<file path="config.mk">
export PLATFORM = sky130hd
export DESIGN_NAME = mdr_mem_port
export DESIGN_NICKNAME = d
export VERILOG_FILES = /design/src/rtl/mdr_pkg.sv /design/src/rtl/mdr_lane_align.sv /design/src/rtl/mdr_mem_port.sv
export SDC_FILE = /design/constraint.sdc
export NUM_CORES = 1
export LEC_CHECK = 0
export ABC_CLOCK_PERIOD_IN_PS = 3100
export CAP_MARGIN = 20
export CELL_PAD_IN_SITES_DETAIL_PLACEMENT = 1
export CELL_PAD_IN_SITES_GLOBAL_PLACEMENT = 1
export CORE_MARGIN = 5
export CORE_UTILIZATION = 36
export DETAILED_ROUTE_END_ITERATION = 6
export PLACE_DENSITY = 0.91
export SETUP_SLACK_MARGIN = 0.15
export SLEW_MARGIN = 20
export SYNTH_ARGS = -nofsm -noshare
export SYNTH_HDL_FRONTEND = slang
export SYNTH_SLANG_ARGS = --single-unit
</file>
<file path="constraint.sdc">
create_clock -name clk -period 3.1 [get_ports clk]
set_input_delay 0.62 -clock clk [delete_from_list [all_inputs] [get_ports clk]]
set_output_delay 0.62 -clock clk [all_outputs]
set_load 0.02 [all_outputs]
</file>
<file path="src/rtl/mdr_pkg.sv">
// Shared types and helpers for the memory data register and its lane aligner.
// Size codes follow the access-size encoding driven by the control unit.
package mdr_pkg;

  typedef enum logic [1:0] {
    ST_IDLE,
    ST_RD_WAIT,
    ST_WR_WAIT,
    ST_FINISH
  } state_t;

  localparam logic [1:0] SZ_BYTE  = 2'b00;
  localparam logic [1:0] SZ_HALF  = 2'b01;
  localparam logic [1:0] SZ_WORD  = 2'b10;
  localparam logic [1:0] SZ_DWORD = 2'b11;

  // Byte-lane mask for an access at offset 0; callers shift it into position.
  function automatic logic [7:0] be_base_mask(input logic [1:0] sz);
    logic [7:0] m;
    unique case (sz)
      SZ_BYTE:  m = 8'h01;
      SZ_HALF:  m = 8'h03;
      SZ_WORD:  m = 8'h0F;
      default:  m = 8'hFF;
    endcase
    return m;
  endfunction

endpackage

</file>
<file path="src/rtl/mdr_lane_align.sv">
// Combinational byte-lane steering for sub-word loads and stores, plus
// alignment legality of the requested access.
module mdr_lane_align
  import mdr_pkg::*;
#(
  parameter int unsigned REG_SIZE = 32,
  localparam int unsigned LANES = REG_SIZE / 8,
  localparam int unsigned LSB_W = $clog2(LANES)
) (
  input  logic [1:0]          size,
  input  logic                sign_ext,
  input  logic [LSB_W-1:0]    addr_lsb,
  input  logic [REG_SIZE-1:0] rd_data,
  input  logic [REG_SIZE-1:0] mdr_data,
  output logic [REG_SIZE-1:0] ld_data,
  output logic [REG_SIZE-1:0] st_data,
  output logic [LANES-1:0]    st_byte_en,
  output logic                illegal
);

  logic [LANES-1:0]    lane_mask;
  logic [REG_SIZE-1:0] bit_mask;
  logic [REG_SIZE-1:0] ld_shift;
  logic [LSB_W+2:0]    bit_off;
  logic                ext_bit;

  always_comb begin
    lane_mask = LANES'(be_base_mask(size));
    bit_mask  = '0;
    for (int unsigned i = 0; i < LANES; i++) begin
      bit_mask[8*i +: 8] = {8{lane_mask[i]}};
    end
    bit_off  = {addr_lsb, 3'b000};
    ld_shift = rd_data >> bit_off;

    // A full-width access has nothing above it to extend into.
    unique case (size)
      SZ_BYTE: ext_bit = ld_shift[7];
      SZ_HALF: ext_bit = ld_shift[15];
      SZ_WORD: ext_bit = (REG_SIZE > 32) ? ld_shift[31] : 1'b0;
      default: ext_bit = 1'b0;
    endcase

    ld_data    = (ld_shift & bit_mask) | ((sign_ext && ext_bit) ? ~bit_mask : '0);
    st_data    = (mdr_data & bit_mask) << bit_off;
    st_byte_en = lane_mask << addr_lsb;

    unique case (size)
      SZ_HALF:  illegal = addr_lsb[0];
      SZ_WORD:  illegal = |addr_lsb[1:0];
      SZ_DWORD: illegal = (REG_SIZE == 32) || (|addr_lsb);
      default:  illegal = 1'b0;
    endcase
  end

endmodule

</file>
<file path="src/rtl/mdr_mem_port.sv">
// Memory data register with a request/ready handshake to variable-latency
// memory, sub-word alignment and a bounded wait for completion.
module mdr_mem_port
  import mdr_pkg::*;
#(
  parameter int unsigned REG_SIZE       = 32,
  parameter int unsigned TIMEOUT_CYCLES = 15,
  localparam int unsigned LANES = REG_SIZE / 8,
  localparam int unsigned LSB_W = $clog2(LANES)
) (
  input  logic                clk,
  input  logic                reset_n,
  input  logic                mdr_in,
  input  logic [REG_SIZE-1:0] bus_mux_out,
  input  logic                mem_read,
  input  logic                mem_write,
  input  logic [1:0]          size,
  input  logic                sign_ext,
  input  logic [LSB_W-1:0]    addr_lsb,
  input  logic [REG_SIZE-1:0] m_data_in,
  input  logic                m_ready,
  output logic                m_req,
  output logic                m_we,
  output logic [LANES-1:0]    m_byte_en,
  output logic [REG_SIZE-1:0] m_data_out,
  output logic [REG_SIZE-1:0] mdr_output,
  output logic                busy,
  output logic                done,
  output logic                error
);

  localparam int unsigned CNT_W = $clog2(TIMEOUT_CYCLES + 1);
  localparam logic [CNT_W-1:0] CNT_LAST = CNT_W'(TIMEOUT_CYCLES - 1);

  state_t              state_q, state_d;
  logic [REG_SIZE-1:0] mdr_q, mdr_d;
  logic [REG_SIZE-1:0] dout_d;
  logic                req_d, we_d;
  logic [LANES-1:0]    be_d;
  logic [CNT_W-1:0]    cnt_q, cnt_d;
  logic                err_q, err_d;
  logic [1:0]          lat_size_q, lat_size_d;
  logic                lat_sext_q, lat_sext_d;
  logic [LSB_W-1:0]    lat_lsb_q, lat_lsb_d;

  logic [1:0]          al_size;
  logic                al_sext;
  logic [LSB_W-1:0]    al_lsb;
  logic [REG_SIZE-1:0] ld_data, st_data;
  logic [LANES-1:0]    st_byte_en;
  logic                illegal;

  // One aligner serves both paths: live inputs decide the command in IDLE,
  // the latched access shapes the returning read data afterwards.
  assign al_size = (state_q == ST_IDLE) ? size     : lat_size_q;
  assign al_sext = (state_q == ST_IDLE) ? sign_ext : lat_sext_q;
  assign al_lsb  = (state_q == ST_IDLE) ? addr_lsb : lat_lsb_q;

  mdr_lane_align #(.REG_SIZE(REG_SIZE)) u_align (
    .size       (al_size),
    .sign_ext   (al_sext),
    .addr_lsb   (al_lsb),
    .rd_data    (m_data_in),
    .mdr_data   (mdr_q),
    .ld_data    (ld_data),
    .st_data    (st_data),
    .st_byte_en (st_byte_en),
    .illegal    (illegal)
  );

  always_comb begin
    state_d    = state_q;
    mdr_d      = mdr_q;
    req_d      = m_req;
    we_d       = m_we;
    be_d       = m_byte_en;
    dout_d     = m_data_out;
    cnt_d      = cnt_q;
    err_d      = err_q;
    lat_size_d = lat_size_q;
    lat_sext_d = lat_sext_q;
    lat_lsb_d  = lat_lsb_q;

    unique case (state_q)
      ST_IDLE: begin
        if (mem_read && mem_write) begin
          state_d = ST_FINISH;
          err_d   = 1'b1;
        end else if ((mem_read || mem_write) && illegal) begin
          state_d = ST_FINISH;
          err_d   = 1'b1;
        end else if (mem_read) begin
          lat_size_d = size;
          lat_sext_d = sign_ext;
          lat_lsb_d  = addr_lsb;
          req_d      = 1'b1;
          we_d       = 1'b0;
          be_d       = st_byte_en;
          cnt_d      = '0;
          state_d    = ST_RD_WAIT;
        end else if (mem_write) begin
          req_d   = 1'b1;
          we_d    = 1'b1;
          be_d    = st_byte_en;
          dout_d  = st_data;
          cnt_d   = '0;
          state_d = ST_WR_WAIT;
        end else if (mdr_in) begin
          mdr_d = bus_mux_out;
        end
      end
      ST_RD_WAIT, ST_WR_WAIT: begin
        // Comparing against TIMEOUT_CYCLES-1 before incrementing gives
        // exactly TIMEOUT_CYCLES request cycles.
        if (m_ready) begin
          if (state_q == ST_RD_WAIT) mdr_d = ld_data;
          req_d   = 1'b0;
          we_d    = 1'b0;
          err_d   = 1'b0;
          state_d = ST_FINISH;
        end else if (cnt_q == CNT_LAST) begin
          req_d   = 1'b0;
          we_d    = 1'b0;
          err_d   = 1'b1;
          state_d = ST_FINISH;
        end else begin
          cnt_d = cnt_q + CNT_W'(1);
        end
      end
      ST_FINISH: begin
        err_d   = 1'b0;
        state_d = ST_IDLE;
      end
      default: state_d = ST_IDLE;
    endcase
  end

  always_ff @(posedge clk or negedge reset_n) begin
    if (!reset_n) begin
      state_q    <= ST_IDLE;
      mdr_q      <= '0;
      m_req      <= 1'b0;
      m_we       <= 1'b0;
      m_byte_en  <= '0;
      m_data_out <= '0;
      cnt_q      <= '0;
      err_q      <= 1'b0;
      lat_size_q <= SZ_BYTE;
      lat_sext_q <= 1'b0;
      lat_lsb_q  <= '0;
    end else begin
      state_q    <= state_d;
      mdr_q      <= mdr_d;
      m_req      <= req_d;
      m_we       <= we_d;
      m_byte_en  <= be_d;
      m_data_out <= dout_d;
      cnt_q      <= cnt_d;
      err_q      <= err_d;
      lat_size_q <= lat_size_d;
      lat_sext_q <= lat_sext_d;
      lat_lsb_q  <= lat_lsb_d;
    end
  end

  assign mdr_output = mdr_q;
  assign busy       = (state_q != ST_IDLE);
  assign done       = (state_q == ST_FINISH);
  assign error      = done && err_q;

endmodule

</file>
==> metrics.cfg <==
[cts]
cts_sinks=82
cts_tree=built
cts_resized=1
htree_levels=3
cts_buffers=9
postCtsSetupBuffers=0
clock-root-buffer=clkbuf_16
clock_path_buffers=2
clk_transition_reported_paths_ns=0.06
cts_hold_buf=0
clkLatencyLatePin_ns=0.35

[synth]
yosysTopAreaCell=dfrtp_1
yosys.cell_types.count=57
async_flop_share_pct=100
synth.area.mux_share_pct=14.2
synth_enable_flop_cells=0
synthAdderAreaFrac_pct=1.74
synth_xor_area_share_pct=0.174
yosysSeqAreaShare_pct=40.8
synth_top_family_by_area=simple AND/OR/NAND/NOR gates
yosys_warnings=0
syn_nets=631
synth_compound_area_share_pct=18.4
synthSimpleGateAreaFrac_pct=20.2
synth_top_area_share_pct=40.8
avgSynthCellArea_um2=9.16
ys_ff_latch=82
syn-cell-area_um2=5030
postSynthCellCount=549
ys.flop_type=dfrtp_1
ys_top_cells_by_area=dfrtp_1 41%, mux2_2 8.5%, nand2_1 6.2%

[routing]
routedWlPerCell_um=21.9
firstDrtPassIters=5
drtAntennaViolNets=0
drt-initial-drc-count=420
vias_per_cell=5.86
drc=0
wl_mm=19.0
vias=5094

[timing]
finalSetupViolCount=0
max-slew-margin-rel_pct=43.2
fin_crit_sh_pct=87.6
setup_ws_ns=0.385
hold_slack_ns=0.300
fmax_mhz=368
skew_ns=0.00675
tightest_slew_ns=0.853
min_period_ns=2.71
slew_violations=0
finalHoldViolCount=0
rsz0062_at_grt=false
fin_setup_tns_ns=0

[final_layout]
drive_above_1_share_pct=14.5
final_cells=869
fin_nets=766
fillers=1588
n_antenna_cell=0
area_growth_pct=40.9
multi_input_area_um2=2800
seq_area_um2=2050

[power_and_ir_drop]
power_density_nw_per_um2=1330
leakagePower_nw=2.98
irDropWorstVdd_uv=703

[setup_path]
cp-startpoint=state_q[0]$_DFFE_PN0P_
cp.required_ns=3.29
end_kind=flip-flop
arrival_ns=2.91
critPathKind=flip-flop to flip-flop
regToRegStartpoint=state_q[0]$_DFFE_PN0P_
critPathMaxFanout=16
critPathLaunchType=flip-flop

[global_route]
use_met2_pct=36.8
grt_pass1_wl_mm=29.8
overflow=0
track_usage_pct=23.1
busiest_layer=met2
grt_pass1_vias=5378
grt_util_met1_pct=30.4
grt_start_max_net_pins=83
use_met3_pct=4.46
antenna_found_initial=0

[floorplanning]
ios=148
die_area_um2=16400
core_um2=13800
rows=43
start_util_pct=36.5
die-height_um=128
die_w_um=128

[status]
status=completed

[placed_design]
dp_slack_ns=0.0649
dp_cells=853
port_buffers=147
hpwl_mm=14.1
gp_congestion=0.866

[hold_path]
hold_path_class=input port to asynchronous set/reset pin

[run]
maxCapViolCount=0

synth_stat cells (all sizes together) (2+ instances only):
cell / number
a21oi: 14
a221oi: 24
a22o: 6
a31oi: 21
a32oi: 8
and2: 9
and3: 11
buf: 22
clkbuf: 21
dfrtp: 82
ha: 7
inv: 6
mux2: 40
mux2i: 24
nand2: 83
nand2b: 2
nand3: 22
nand3b: 2
nor2: 74
nor2b: 10
nor3: 3
o21ai: 18
o22ai: 11
o2bb2ai: 7
o31ai: 2
layer usage:
metal | wire length [um] | up-vias
met5 | 0 | -
li1 | - | 2258
met2 | 9090 | 219
met1 | 7960 | 2562
met4 | 715 | 0
met3 | 1230 | 55
report_power, final:
| part | switching [mW] | internal, mW |
|---|---|---|
| Clock | 0.468 | 0.736 |
| Combinational | 3.47 | 2.55 |
| Sequential | 0.607 | 1.62 |
| Total | 4.55 | 4.91 |
state kept, by name (all words and copies together) (netlist names):
name	count
cnt_q	4
m_we	1
lat_sext_q	1
m_data_out	32
m_req	1
lat_lsb_q	2
lat_size_q	2
err_q	1
mdr_output	32
m_byte_en	4
state_q	2
worst paths after layout:
| check | end | slack [ns] | depth (start not counted) |
|---|---|---|---|
| max | mdr_output[31]$_DFFE_PN0P_ | 0.39 | 8 |
| min | state_q[0]$_DFFE_PN0P_ | 0.30 | 1 |
| max reg2reg | mdr_output[31]$_DFFE_PN0P_ | 0.39 | 8 |
| min reg2reg | m_data_out[3]$_DFFE_PN0P_ | 0.51 | 1 |
| max in group asynchronous | mdr_output[29]$_DFFE_PN0P_ | 2.26 | 1 |
| min in group clk | m_data_out[3]$_DFFE_PN0P_ | 0.51 | 1 |
per-stage QoR:
| step | power, mW | utilization [%] | cell area [um2] |
|---|---|---|---|
| final | 9.45 | 51.4 | 7080 |
| after global routing | 10.0 | 51.4 | 7080 |
| after CTS | 9.41 | 51.3 | 7060 |
| after detailed placement | 8.13 | 48.8 | 6720 |
| after global placement | 7.83 | 48.8 | 6720 |
| after floorplan | 5.85 | - | 5030 |
cell families after synthesis:
family,Yosys count
xor gates and xnor gates,1
buffers and inverters,49
DFF,82
muxes,64
AOI/OAI and AO/OA,122
adders and majority gates,7
and+or+nand+nor,224
placed cells by master (no fill, tap or decap), drive strengths merged, types with 2 or more instances in the layout:
cell type / instances
clkdlybuf4s50: 146
nand2: 83
dfrtp: 82
nor2: 74
mux2: 40
mux2i: 24
a221oi: 24
nand3: 22
a31oi: 21
buf: 21
o21ai: 18
a21oi: 14
and3: 11
o22ai: 11
nor2b: 10
clkbuf: 10
and2: 9
inv: 9
a32oi: 8
o2bb2ai: 7
ha: 7
a22o: 6
nor3: 3
nand2b: 2
nand3b: 2
o31ai: 2
bufinv: 2
final cells by class:
cell class | count | share of cell area [%]
inverters | 6 | 0.318
flip-flops and latches | 82 | 29.0
clock buffers | 10 | 3.37
repair buffers | 167 | 23.3
multi-input cells | 418 | 39.6
clock inverters | 6 | 1.32
well taps | 180 | 3.18
critical path, stage by stage (launching register included):
cell and delay [ns]:
dfrtp_1 0.42, inv_1 0.16, ha_4 0.31, mux2_4 0.34, mux2i_1 0.39, o311ai_2 0.24
nor3_2 0.27, buf_4 0.28, a221oi_1 0.13
Note: power is estimated with default switching activity, not from simulation.
